## config.mk

```make
export PLATFORM = sky130hd
export DESIGN_NAME = gray_counter
export DESIGN_NICKNAME = d
export VERILOG_FILES = /design/src/rtl/gray_counter.sv
export SDC_FILE = /design/constraint.sdc
export NUM_CORES = 1
export LEC_CHECK = 0
export BUFFER_PORTS_ARGS = -buffer_cell sky130_fd_sc_hd__buf_2
export CORE_AREA = 2 2 39 41
export DETAILED_ROUTE_END_ITERATION = 6
export DIE_AREA = 0 0 41 43
export GPL_ROUTABILITY_DRIVEN = 0
export HOLD_SLACK_MARGIN = 0.08
export PLACE_DENSITY = 0.67
export SKIP_LAST_GASP = 1
export SLEW_MARGIN = 20
export SYNTH_ARGS = -nofsm -noshare
export SYNTH_HDL_FRONTEND = slang
export SYNTH_SLANG_ARGS = --single-unit
```

## constraint.sdc

```tcl
create_clock -name clk -period 3.9 [get_ports clk]
set_clock_uncertainty 0.05 [all_clocks]
set_input_delay 0.39 -clock clk [delete_from_list [all_inputs] [get_ports clk]]
set_output_delay 0.39 -clock clk [all_outputs]
set_load 0.005 [all_outputs]
```

## src/rtl/gray_counter.sv

```systemverilog
`default_nettype none
// +----------------------------------------------------------------------------+
// | gray_counter: up/down binary counter with a registered Gray-coded copy,    |
// | terminal-count pulse and saturation flag.          Revision: 1.0           |
// +----------------------------------------------------------------------------+
module gray_counter #(
  parameter int WIDTH = 4,
  parameter bit WRAP  = 1'b1
) (
  input  logic             clk,
  input  logic             rst,
  input  logic             en,
  input  logic             up_dn,
  input  logic             load,
  input  logic [WIDTH-1:0] load_bin,
  output logic [WIDTH-1:0] bin_out,
  output logic [WIDTH-1:0] gray_out,
  output logic             tc,
  output logic             sat
);

  localparam logic [WIDTH-1:0] C_ZERO = '0;
  localparam logic [WIDTH-1:0] C_MAX  = '1;
  localparam logic [WIDTH-1:0] C_ONE  = {{(WIDTH-1){1'b0}}, 1'b1};

  logic [WIDTH-1:0] r_bin;
  logic [WIDTH-1:0] r_gray;
  logic             r_tc;
  logic             r_sat;

  logic [WIDTH-1:0] w_next_bin;
  logic [WIDTH-1:0] w_next_gray;
  logic             w_next_tc;
  logic             w_next_sat;
  logic             w_update;
  logic             w_at_limit;

  always_comb begin
    w_next_bin = r_bin;
    w_next_tc  = 1'b0;
    w_update   = 1'b0;
    if (load) begin
      w_next_bin = load_bin;
      w_update   = 1'b1;
    end else if (en) begin
      w_update = 1'b1;
      if (up_dn) begin
        if (r_bin == C_MAX) begin
          w_next_tc = 1'b1;
          if (WRAP) w_next_bin = C_ZERO;
        end else begin
          w_next_bin = r_bin + C_ONE;
        end
      end else begin
        if (r_bin == C_ZERO) begin
          w_next_tc = 1'b1;
          if (WRAP) w_next_bin = C_MAX;
        end else begin
          w_next_bin = r_bin - C_ONE;
        end
      end
    end
  end

  // Both code registers load from the same next value, so they never disagree.
  assign w_next_gray = w_next_bin ^ (w_next_bin >> 1);
  assign w_at_limit  = (w_next_bin == C_ZERO) || (w_next_bin == C_MAX);
  assign w_next_sat  = w_update ? (!WRAP && w_at_limit) : r_sat;

  always_ff @(posedge clk or posedge rst) begin
    if (rst) begin
      r_bin  <= C_ZERO;
      r_gray <= C_ZERO;
      r_tc   <= 1'b0;
      r_sat  <= 1'b0;
    end else begin
      r_bin  <= w_next_bin;
      r_gray <= w_next_gray;
      r_tc   <= w_next_tc;
      r_sat  <= w_next_sat;
    end
  end

  assign bin_out  = r_bin;
  assign gray_out = r_gray;
  assign tc       = r_tc;
  assign sat      = r_sat;

endmodule
`default_nettype wire

```

# Yosys cells after proc, flatten, opt, wreduce, memory -nomap -nowiden
# Index checks and enable logic that the tools add are counted.
[classes]
shifts = 0
eq_ne = 1
div = 0
mux = 10
bitwise = 1
add_sub_neg = 2
n_mul = 0
reduce_logical = 1
n_lt_le_gt_ge = 0
[op_table]
columns = ["cell", "n"]
rows = [
  ["$mux 4", 5],
  ["$mux 1", 5],
  ["$add 4x1->4 const B", 1],
  ["$eq 4x4->1 const B", 1],
  ["$logic_not 4->1", 1],
  ["$sub 4x1->4 const B", 1],
  ["$xor 4x3->4", 1],
]
[totals]
latch_bits = 0
output_inout_bits = 10
word_cells = 18
inputBits = 9
reg_bits = 9
n_memories = 0
romBits = 0
ram_bits = 0

# Depth between registers and ports, before layout
# Gate-level depths: netlist (run 1).
[depth]
depth_word = 6
depth_mapped = 6
depth_no_buf = 6

# Worst setup path after synthesis (run 1)
# No wires, ideal clock.
[synth_timing]
path_kind = "reg-to-reg"
start = "register r_bin[0] (netlist: bin_out[0])"
end = "register r_gray[0] (netlist: gray_out[0])"
required_time_ns = 3.718
stages_incl_launch_ff = 7
slack_ns = 2.342
arrival_ns = 1.376
cell_sequence = "dfrtp_1 inv_1 ha_1 xor2_1 mux2i_1 mux2i_1 xnor2_1"
[synth_via]
elab_chain_len = 6
word_cells_on_any_way = 10
cone_classes = "add/sub (2); eq/ne (1); mux (5); bitwise (1); reduce/logical (1)"
[synth_lines]
columns = ["element", "line_no", "source"]
rows = [
  ["from (decl)", "26", "logic [WIDTH-1:0] r_bin;"],
  ["from (signal assigned)", "77", "r_bin <= w_next_bin;"],
  ["$sub 4x1->4, or another cell as far along", "59", "w_next_bin = r_bin - C_ONE;"],
  ["$mux 4 (on tied branches)", "55, 48", ""],
  ["$mux 4", "47", "if (up_dn) begin"],
  ["$mux 4 *", "45", "end else if (en) begin"],
  ["$mux 4 *", "42", "if (load) begin"],
  ["$xor 4x3->4 *", "66", "assign w_next_gray = w_next_bin ^ (w_next_bin >> 1);"],
  ["net w_next_gray[0]", "32", "logic [WIDTH-1:0] w_next_gray;"],
  ["to (signal assigned)", "78", "r_gray <= w_next_gray;"],
  ["to (decl)", "27", "logic [WIDTH-1:0] r_gray;"],
]
# The timed path passes the listed nets; every way through them passes the cells marked *.

# Worst setup path after layout (run 1)
[layout_timing]
start = "register r_bin[0] (netlist: bin_out[0])"
end = "register r_gray[0] (netlist: gray_out[0])"
[layout_via]
elab_chain_len = 6
word_cells_on_any_way = 10
cone_classes = "add/sub (2); eq/ne (1); mux (5); bitwise (1); reduce/logical (1)"
[layout_lines]
columns = ["element", "line_no", "source"]
rows = [
  ["$sub 4x1->4, or another cell as far along", "59", ""],
  ["$mux 4 (on tied branches)", "55, 48", ""],
  ["$mux 4", "47", ""],
  ["$mux 4 *", "45", ""],
  ["$mux 4 *", "42", ""],
  ["net w_next_bin[0]", "31", "logic [WIDTH-1:0] w_next_bin;"],
  ["$xor 4x3->4 *", "66", ""],
  ["net w_next_gray[0]", "32", ""],
]
# Marked as above.

==> run metrics, run 1 <==
clk_lat worst skew=0.25 ns; crit end category=flip-flop; Fin. Hold Viols=0; Core Region=1380 um^2; Simple-Gate Fraction of Synth Area=21.1%; nets=87; CTS tree=yes; initial antenna violation count=0; ANT nets after route=0; critical path type=flip-flop to flip-flop; clk root buf=clkbuf_4; synthesized instance count=57; H-tree Lvls=1; clock sink count=8; placed cell area=616 um^2; Die X=41 um; antenna diode instance count=0; largest net degree at the start of global routing=12; Post-DP HPWL=778 um; RSZ-0062 raised after global routing=false; sequential fraction of the synthesis area=37.6%; R2R setup slack=2.19 ns; effective utilization at floorplan=38.5%; Syn Std Cell Area=533 um^2; XOR/XNOR Fraction of Synth Area=4.93%; CTS resizes=0; Post-synth ARST share=100%; global-route wire length before repair=1680 um; arrival time worst endpoint=1.83 ns; Hold Path Stages=3; VDD IR max=199 uV; Max Cap Viol=0; fraction of layout cells with a size suffix above 1=28.4%; deepest clock path buffer count=2; Site Rows=14; most common cell in the synthesized netlist=dfrtp_1; crit-path cells=inv_1, ha_1, nor4b_1, o211ai_1, a21oi_1, xnor2_1; GRT overflow=0; Synth area leaders=dfrtp_1, mux2i_1, a21oi_1; synthesis-to-finish area growth=21.6%; flip-flop and latch area=200 um^2; Pleak=0.320 nW; multi-input logic area=288 um^2; hold path startpoint=load_bin[2]; status=finished clean; Worst Hold Class=input port to flip-flop; num ports=19; Buf/Inv on CP=1; Post-Route WL=1020 um; vias in the first global route=434; Stages on worst setup path=6; worst-path fanout max=8; count of TritonRoute iterations in the first routing pass=4; per-cell routed wire length=11.4 um; Post-synth EDFFs=0; #FFs+latches synth=8; YS warnings=0; DR DRC count=0; Compound-Gate Fraction of Synth Area=15.0%; Synth Area in Adders=4.69%; CP delay by family, top=flip-flops; r2r endpoint=gray_out[0]; synth cell count leaders=dfrtp_1, inv_1, a21oi_1; Worst R2R Start=bin_out[0]; Fin Setup TNS=0 ns; Clock transition at path regs=0.05 ns; post-route cell area=648 um^2; Yosys cell types=30; clock period minus final worst setup slack=1.71 ns; vias per cell=5.24; Peak Freq=0.584 GHz; largest family of logic cells by synthesized area=simple AND/OR/NAND/NOR gates; fillcell total=143; die span in y=43 um; share of the synthesized area in the top cell type=37.6%; postcts setup bufs=0; crit path from=bin_out[0]; Port Buffers=17; Yosys top cell by area=dfrtp_1; Die Area=1760 um^2; Num CTS Buffers=3; Worst path max stage delay=0.45 ns; overall routing resource usage=14.3%; Final Power=0.260 mW; Period Utilization, post-route=43.9%; WHS Endpoint=bin_out[2]; Slowest-stage cell, CP=dfrtp_1; Critical Path RT=4.02 ns; Most used DFF post-synth=dfrtp_1; power per cell area=401 nW/um^2; r2r worst-path depth=6; fin. max-slew vios=0; startpoint types=flip-flop; mux contribution to synthesized area=7.51%; # setup viols final=0; via count=472; Initial DRC Count=11; post-synth net total=68; Syn Area/Cell=9.35 um^2
-- cells by family (layout without fill, tap and decap cells) --
group                    count (synthesis)  in the layout
XOR/XNOR                                 3              3
other                                    1              1
AO/OA/AOI/OAI                           12             12
AND/OR/NAND/NOR                         17             17
buffers and inverters                   10             27
multiplexers                             4              4
adder cells (fa/ha/maj)                  2              2
flip-flops                               8              8
-- worst max path at each step --
stage	to	slack (ns)
global route	gray_out[0]	2.04
detailed placement	gray_out[0]	2.17
finish	gray_out[0]	2.19
global placement	gray_out[0]	2.21
CTS	gray_out[0]	2.15
floorplan	gray_out[0]	2.34
-- cells in the final DEF (no fill, tap or decap), types with 2 or more instances in the layout --
cell type,instances
ha_1,2
xnor2_1,2
dfrtp_1,8
inv_1,6
nand4_1,2
mux2i_1,4
a21oi_1,5
nor3b_1,3
nor2b_1,2
clkbuf_4,3
buf_2,17
-- stage by stage --
stage	setup slack [ns]	cells	utilization (%)	hold WS [ns]
after floorplan	2.34	57	-	0.156
after global placement	2.21	86	44.5	0.293
after detailed placement	2.17	86	44.5	0.296
after CTS	2.15	90	46.8	0.379
after global routing	2.04	90	46.8	0.396
final	2.19	90	46.8	0.391
-- worst min-delay path, cell delays in order --
cell     delay (ns)
buf_2          0.08
a21oi_1        0.08
nand2_1        0.10
-- state kept, by name (all words and copies together), names as in the netlist --
register  count
bin_out       4
gray_out      3
tc            1
-- where the power goes --
group / internal [mW] / switching [mW]
Sequential: 0.0991 / 0.0158
Combinational: 0.0445 / 0.0396
Clock: 0.0350 / 0.0257
-- area by class of cell --
| cell class | count | share of cell area (%) |
|---|---|---|
| Inverter | 6 | 3.47 |
| Clock buffer | 3 | 3.47 |
| Sequential cell | 8 | 30.9 |
| Multi-Input combinational cell | 39 | 44.4 |
| Timing Repair Buffer | 18 | 14.7 |
| Tap cell | 16 | 3.09 |
-- routing by layer --
metal  vias to the layer above  wire length [um]  track usage [%]
li1                        235                 -                -
met1                       216               440             16.6
met2                        21               507             21.6
met3                         0                74             7.85
met4                         0                 0             4.67
met5                         -                 0                0
-- timing repair --
| item | 4_1_cts | 5_1_grt |
|---|---|---|
| hold buffers | 1 | 0 |
| endpoints found under the hold margin | 8 | 0 |
| setup endpoints to repair | 0 | 0 |
(Power assumes the default switching activity.)
==> inputs of run 2 (changes only) <==
--- a/config.mk
+++ b/config.mk
@@ -6,12 +6,11 @@
 export NUM_CORES = 1
 export LEC_CHECK = 0
 export BUFFER_PORTS_ARGS = -buffer_cell sky130_fd_sc_hd__buf_2
-export CORE_AREA = 2 2 39 41
+export CORE_UTILIZATION = 41
 export DETAILED_ROUTE_END_ITERATION = 6
-export DIE_AREA = 0 0 41 43
 export GPL_ROUTABILITY_DRIVEN = 0
 export HOLD_SLACK_MARGIN = 0.08
-export PLACE_DENSITY = 0.67
+export PLACE_DENSITY = 0.71
 export SKIP_LAST_GASP = 1
 export SLEW_MARGIN = 20
 export SYNTH_ARGS = -nofsm -noshare
==> constraint.sdc (replaced) <==
create_clock -name clk -period 1.55 [get_ports clk]
set_clock_uncertainty 0.05 [all_clocks]
set_input_delay 0.155 -clock clk [delete_from_list [all_inputs] [get_ports clk]]
set_output_delay 0.155 -clock clk [all_outputs]
set_load 0.005 [all_outputs]
==> run 2 against run 1 <==
  * The run now ends with setup timing left
  * Hold slack worse by 0.26 ns
  * First-iteration DRC count fell by 64%
  * Final area rose by 22%
  * Non-clock buffer count is 9 higher
  * Sequential share of layout area down 5.3 points
  * Flip-flop and latch count unchanged
  * Sequential power rose by 140%
  * Clock-buffer cell count grew 1
  * Critical path depth is 2 lower
  * Die area shrank 18%
  * Core utilization up 21 points
  * Critical path type unchanged
==> run metrics, run 2 (synthesis gave the netlist of run 1 again) <==
Worst path max stage delay=0.56 ns (+0.11 ns); worst hold slack=0.127 ns (-0.265 ns); Die X=38.1 um (-7.2%); Slowest-stage cell, CP=or4b_1; status=complete, but fails checks; global-route wire length before repair=2150 um (+28%); Peak Freq=0.627 GHz (+7.3%); Place WS=-0.0693 ns (-2.24 ns); overall routing resource usage=22.1% (+7.9 points); critical path type=flip-flop to flip-flop; arrival time worst endpoint=1.72 ns (-0.11 ns); nets=96 (+10%); effective utilization at floorplan=46.1% (+7.6 points); CTS tree=yes; Max Cap Viol=0 (unchanged); deepest clock path buffer count=2 (unchanged); RSZ-0062 raised after global routing=true; clock sink count=8 (unchanged); Core Region=1160 um^2 (-16%); Die Area=1450 um^2 (-18%); DR DRC count=0 (unchanged); flip-flop and latch area=201 um^2 (+0.62%); per-cell routed wire length=13.7 um (+21%); Critical Path RT=1.68 ns (-2.34 ns); fraction of layout cells with a size suffix above 1=50.0% (+22 points); clk root buf=clkbuf_4; Fin. Hold Viols=0 (unchanged); largest net degree at the start of global routing=12 (unchanged); Period Utilization, post-route=103% (+59 points); fin. max-slew vios=0 (unchanged); commonest non-fill, non-tap cell in the layout=buf_2; count of TritonRoute iterations in the first routing pass=3 (-1); multi-input logic area=358 um^2 (+24%); Port Buffers=17 (unchanged); synthesis-to-finish area growth=47.9%; power per cell area=1030 nW/um^2 (+160%); # setup viols final=2 (+2); die span in y=38.1 um (-12%); initial antenna violation count=0 (unchanged); crit end category=flip-flop; ANT nets after route=0 (unchanged); Post-DP HPWL=923 um (+19%); worst-path fanout max=4 (-4); Worst Hold Class=input port to flip-flop; antenna diode instance count=0 (unchanged); Pleak=0.362 nW (+13%); clk_lat worst skew=0.26 ns (about the same); Num CTS Buffers=3 (unchanged); commonest non-fill, non-tap cells in the layout=buf_2, buf_4, dfrtp_1; num ports=19 (unchanged); Post-Route WL=1350 um (+32%); number of flip-flops in the largest register=4 (unchanged); H-tree Lvls=1 (unchanged); failing checks=setup timing; GRT overflow=0 (unchanged); post-route worst setup slack=-0.0447 ns (-2.23 ns); Clock transition at path regs=0.06 ns (about the same); vias in the first global route=479 (+10%); VDD IR max=753 uV (+280%); Site Rows=12 (-2); startpoint types=flip-flop; clock period minus final worst setup slack=1.59 ns (-0.117 ns); vias per cell=5.32 (+1.4%); Initial DRC Count=4 (-7); crit-path cells=or4b_1, o311ai_2, a32oi_1, a2bb2oi_1; fillcell total=96 (-33%); via count=521 (+10%); post-layout util=68.2% (+21 points)
[run 2: path summary, 6_finish.rpt]
check,startpoint,end,slack [ns],depth (start not counted)
worst max-delay path,bin_out[1],gray_out[2],-0.04,4
worst min-delay path,load_bin[1],bin_out[1],0.13,3
worst max register to register,bin_out[1],gray_out[2],-0.04,4
worst min register to register,bin_out[0],bin_out[0],0.64,2
max in group asynchronous,rst,bin_out[0],0.85,3
min in group asynchronous,rst,bin_out[3],0.34,3
[run 2: metrics by stage]
step / TNS, ns / instance area, um^2 / power [mW] / std cells
after floorplan: 0 / 534 / 0.432 / 57
after global placement: -0.136 / 652 / 0.537 / 89
after detailed placement: -0.149 / 652 / 0.542 / 89
after CTS: 0 / 753 / 0.778 / 98
after global routing: -0.349 / 788 / 0.859 / 98
final: -0.0526 / 788 / 0.809 / 98
[run 2: layout make-up]
| cell class | instances | area share (%) |
|---|---|---|
| Clock buffer | 4 | 3.33 |
| Sequential cell | 8 | 25.6 |
| Multi-Input combinational cell | 39 | 45.4 |
| Tap cell | 14 | 2.22 |
| Inverter | 6 | 2.86 |
| Timing Repair Buffer | 27 | 20.6 |
[run 2: critical path, delay by kind of cell, from the launching register on]
family / cells / cell delay (ns)
compound gates: 3 / 0.48
simple gates: 1 / 0.56
flops: 1 / 0.43
[run 2: layer usage]
metal	track usage, %	vias to the layer above	routed length [um]
met5	0	-	0
met4	4.46	0	0
met3	9.30	0	47
met2	39.0	12	722
met1	24.5	253	577
li1	-	256	-
[run 2: where the power goes]
part | internal [mW] | switching [mW] | total [mW] | leakage, nW
Combinational | 0.193 | 0.162 | 0.355 | 0.253
Sequential | 0.250 | 0.0273 | 0.277 | 0.0945
Clock | 0.0990 | 0.0786 | 0.178 | 0.0150
Total | 0.541 | 0.268 | 0.809 | 0.362
[run 2: timing repair]
item,4_1_cts,5_1_grt
setup buffers,5,0
hold endpoints to repair,8,0
cloned,0,0
gates resized for setup,7,7
pin swaps,4,1
hold buffers,1,0
setup endpoints to repair,5,6
==> inputs of run 3 (changes only) <==
--- a/config.mk
+++ b/config.mk
@@ -5,12 +5,14 @@
 export SDC_FILE = /design/constraint.sdc
 export NUM_CORES = 1
 export LEC_CHECK = 0
+export ABC_AREA = 1
 export BUFFER_PORTS_ARGS = -buffer_cell sky130_fd_sc_hd__buf_2
-export CORE_UTILIZATION = 41
+export CORE_AREA = 2 2 39 41
 export DETAILED_ROUTE_END_ITERATION = 6
+export DIE_AREA = 0 0 41 43
 export GPL_ROUTABILITY_DRIVEN = 0
 export HOLD_SLACK_MARGIN = 0.08
-export PLACE_DENSITY = 0.71
+export PLACE_DENSITY = 0.7
 export SKIP_LAST_GASP = 1
 export SLEW_MARGIN = 20
 export SYNTH_ARGS = -nofsm -noshare
==> run 3 against run 2 <==
  * The flow now finishes without violations
  * Synthesized cell count is 25% higher
  * Maximum frequency rose by 9.7%
  * Non-clock buffer count shrank 6
  * Sequential share of layout area up 2.8 points
  * First-iteration DRC count grew to 2.5 times the previous value
  * Register-to-register slack better by 0.14 ns
  * Critical endpoint is now gray_out[1]
  * Highest routed layer unchanged
==> run metrics, run 3 <==
deepest clock path buffer count=2 (unchanged); initial antenna violation count=0 (unchanged); status=finished clean; flip-flop and latch area=200 um^2 (-0.62%); nets=106 (+10%); global-route wire length before repair=1710 um (-20%); GRT overflow=0 (unchanged); share of the synthesized area in the top cell type=37.0% (-0.52 points); Most used DFF post-synth=dfrtp_1; H-tree Lvls=1 (unchanged); Post-synth ARST share=100% (unchanged); largest family of logic cells by synthesized area=simple AND/OR/NAND/NOR gates; CTS tree=yes; effective utilization at floorplan=39.1% (-7.0 points); fillcell total=133 (+39%); XOR/XNOR Fraction of Synth Area=4.86% (-0.068 points); Yosys top cell by area=dfrtp_1; crit end category=flip-flop; synthesized instance count=71 (+25%); mux contribution to synthesized area=0% (-7.5 points); Synth area leaders=dfrtp_1, inv_1, nand2_1; RSZ-0062 raised after global routing=false; post-synth net total=82 (+21%); Fin. Hold Viols=0 (unchanged); largest net degree at the start of global routing=9 (-3); Syn Std Cell Area=541 um^2 (+1.4%); Initial DRC Count=10 (+6); met2 wire len=578 um (-20%); Syn Area/Cell=7.61 um^2 (-19%); Post-Route WL=1110 um (-18%); DR DRC count=0 (unchanged); post-route worst setup slack=0.0965 ns (+0.141 ns); power per cell area=883 nW/um^2 (-14%); met3 routed WL=54 um (+15%); final std cells w/o fill=109 (+11%); clock sink count=8 (unchanged); vias in the first global route=443 (-7.5%); Clock transition at path regs=0.05 ns (about the same); number of flip-flops in the largest register=4 (unchanged); # setup viols final=0 (-2); Post-synth EDFFs=0 (unchanged); Critical Path RT=1.67 ns (about the same); clk_lat worst skew=0.25 ns (about the same); num ports=19 (unchanged); Site Rows=14 (+2); Worst path max stage delay=0.41 ns (-0.15 ns); clock period minus final worst setup slack=1.45 ns (-0.141 ns); Simple-Gate Fraction of Synth Area=28.9% (+7.8 points); antenna diode instance count=0 (unchanged); crit-path cells=inv_2, ha_4, xor2_1, nand2_1, a22oi_4, xor2_1; sequential fraction of the synthesis area=37.0% (-0.52 points); Synth Area in Adders=4.63% (-0.065 points); Peak Freq=0.688 GHz (+9.7%); arrival time worst endpoint=1.57 ns (-0.15 ns); R2R setup slack=0.1 ns (+0.14 ns); Slowest-stage cell, CP=dfrtp_1; WL met1=476 um (-18%); clk root buf=clkbuf_4; Period Utilization, post-route=93.8% (-9.1 points); Fin Setup TNS=0 ns (+0.0526 ns); CP delay by family, top=flip-flops; Port Buffers=17 (unchanged); multi-input logic area=289 um^2 (-19%); fraction of layout cells with a size suffix above 1=35.5% (-15 points); worst-path fanout max=3 (-1); Post-DP HPWL=840 um (-9.0%); die span in y=43 um (+13%); Max Cap Viol=0 (unchanged); startpoint types=flip-flop; critical path type=flip-flop to flip-flop; Yosys cell types=19 (-37%); Die Area=1760 um^2 (+22%); # placed instances=104 (+17%); synth cell count leaders=inv_1, nand2_1, nand3_1; Core Region=1380 um^2 (+20%); Die X=41 um (+7.7%); Pleak=0.394 nW (+8.8%); synthesis-to-finish area growth=30.6%; worst hold slack=0.124 ns (-0.00308 ns); post-layout util=51.0% (-17 points); Num CTS Buffers=3 (unchanged); YS warnings=0 (unchanged); Compound-Gate Fraction of Synth Area=10.6% (-4.4 points); count of TritonRoute iterations in the first routing pass=4 (+1); via count=506 (-2.9%); commonest non-fill, non-tap cell in the layout=buf_2; ANT nets after route=0 (unchanged); commonest non-fill, non-tap cells in the layout=buf_2, nand2_1, inv_1; VDD IR max=580 uV (-23%); #FFs+latches synth=8 (unchanged); vias per cell=4.64 (-13%); max layer used=met3; Worst Hold Class=input port to flip-flop; per-cell routed wire length=10.2 um (-26%); Worst path most repeated cell=xor2_1; Buf/Inv on CP=1 (+1); Place WS=0.0737 ns (+0.143 ns); fin. max-slew vios=0 (unchanged); overall routing resource usage=14.0% (-8.1 points)
[run 3: cell count changes after synthesis, moves of 2 or more]
cell / delta
clkbuf_1: -2
inv_1: +8
mux2i_1: -4
nand2_1: +13
nand3_1: +8
nor2_1: +3
nor2b_1: -2
nor3b_1: -3
xnor2_1: -2
xor2_1: +2
[run 3: power breakdown]
| part | switching (mW) | internal [mW] | total (mW) |
|---|---|---|---|
| registers | 0.0220 | 0.238 | 0.260 |
| logic | 0.111 | 0.0974 | 0.209 |
| clock network | 0.0660 | 0.0883 | 0.154 |
| total | 0.199 | 0.424 | 0.623 |
[run 3: metal layers]
layer / up-vias / GRT usage, %
met5: - / 0
met4: 0 / 2.00
met3: 0 / 4.71
met2: 17 / 22.5
met1: 225 / 18.1
li1: 264 / -
[run 3: final timing paths]
kind                              from          end  depth (start not counted)
setup / recovery            bin_out[0]  gray_out[1]                          6
hold / removal             load_bin[2]   bin_out[2]                          3
setup reg to reg            bin_out[0]  gray_out[1]                          6
hold reg to reg             bin_out[3]           tc                          3
max in group asynchronous          rst  gray_out[2]                          3
min in group asynchronous          rst   bin_out[0]                          3
[run 3: cells by family (layout without fill, tap and decap cells)]
kind of cell,Yosys count,in the layout
other,1,1
flip-flops,8,8
XOR/XNOR,3,3
AND/OR/NAND/NOR,33,33
buffers and inverters,17,39
AO/OA/AOI/OAI,7,7
adder cells (fa/ha/maj),2,2
[run 3: layout make-up]
type | count | area share (%)
sequential | 8 | 28.4
clock buffer | 3 | 3.19
timing repair buffer | 21 | 16.7
inverter | 15 | 7.98
multi-input combinational | 46 | 41.0
tap | 16 | 2.84
[run 3: repair_timing]
action,in CTS,in global routing
endpoints found under the hold margin,8,0
hold buffers,1,0
gates resized for setup,0,5
buffers inserted,0,1
setup endpoints to repair,0,3
[run 3: through the flow]
| step | cell area [um^2] | total power [mW] |
|---|---|---|
| after floorplan | 541 | 0.381 |
| after global placement | 646 | 0.451 |
| after detailed placement | 646 | 0.452 |
| after CTS | 678 | 0.611 |
| after global routing | 706 | 0.671 |
| final | 706 | 0.623 |
[run 3: worst register-to-register path, stage by stage (launching register included)]
cell,delay [ns]
dfrtp_1,0.41
inv_2,0.10
ha_4,0.21
xor2_1,0.14
nand2_1,0.10
a22oi_4,0.19
xor2_1,0.17
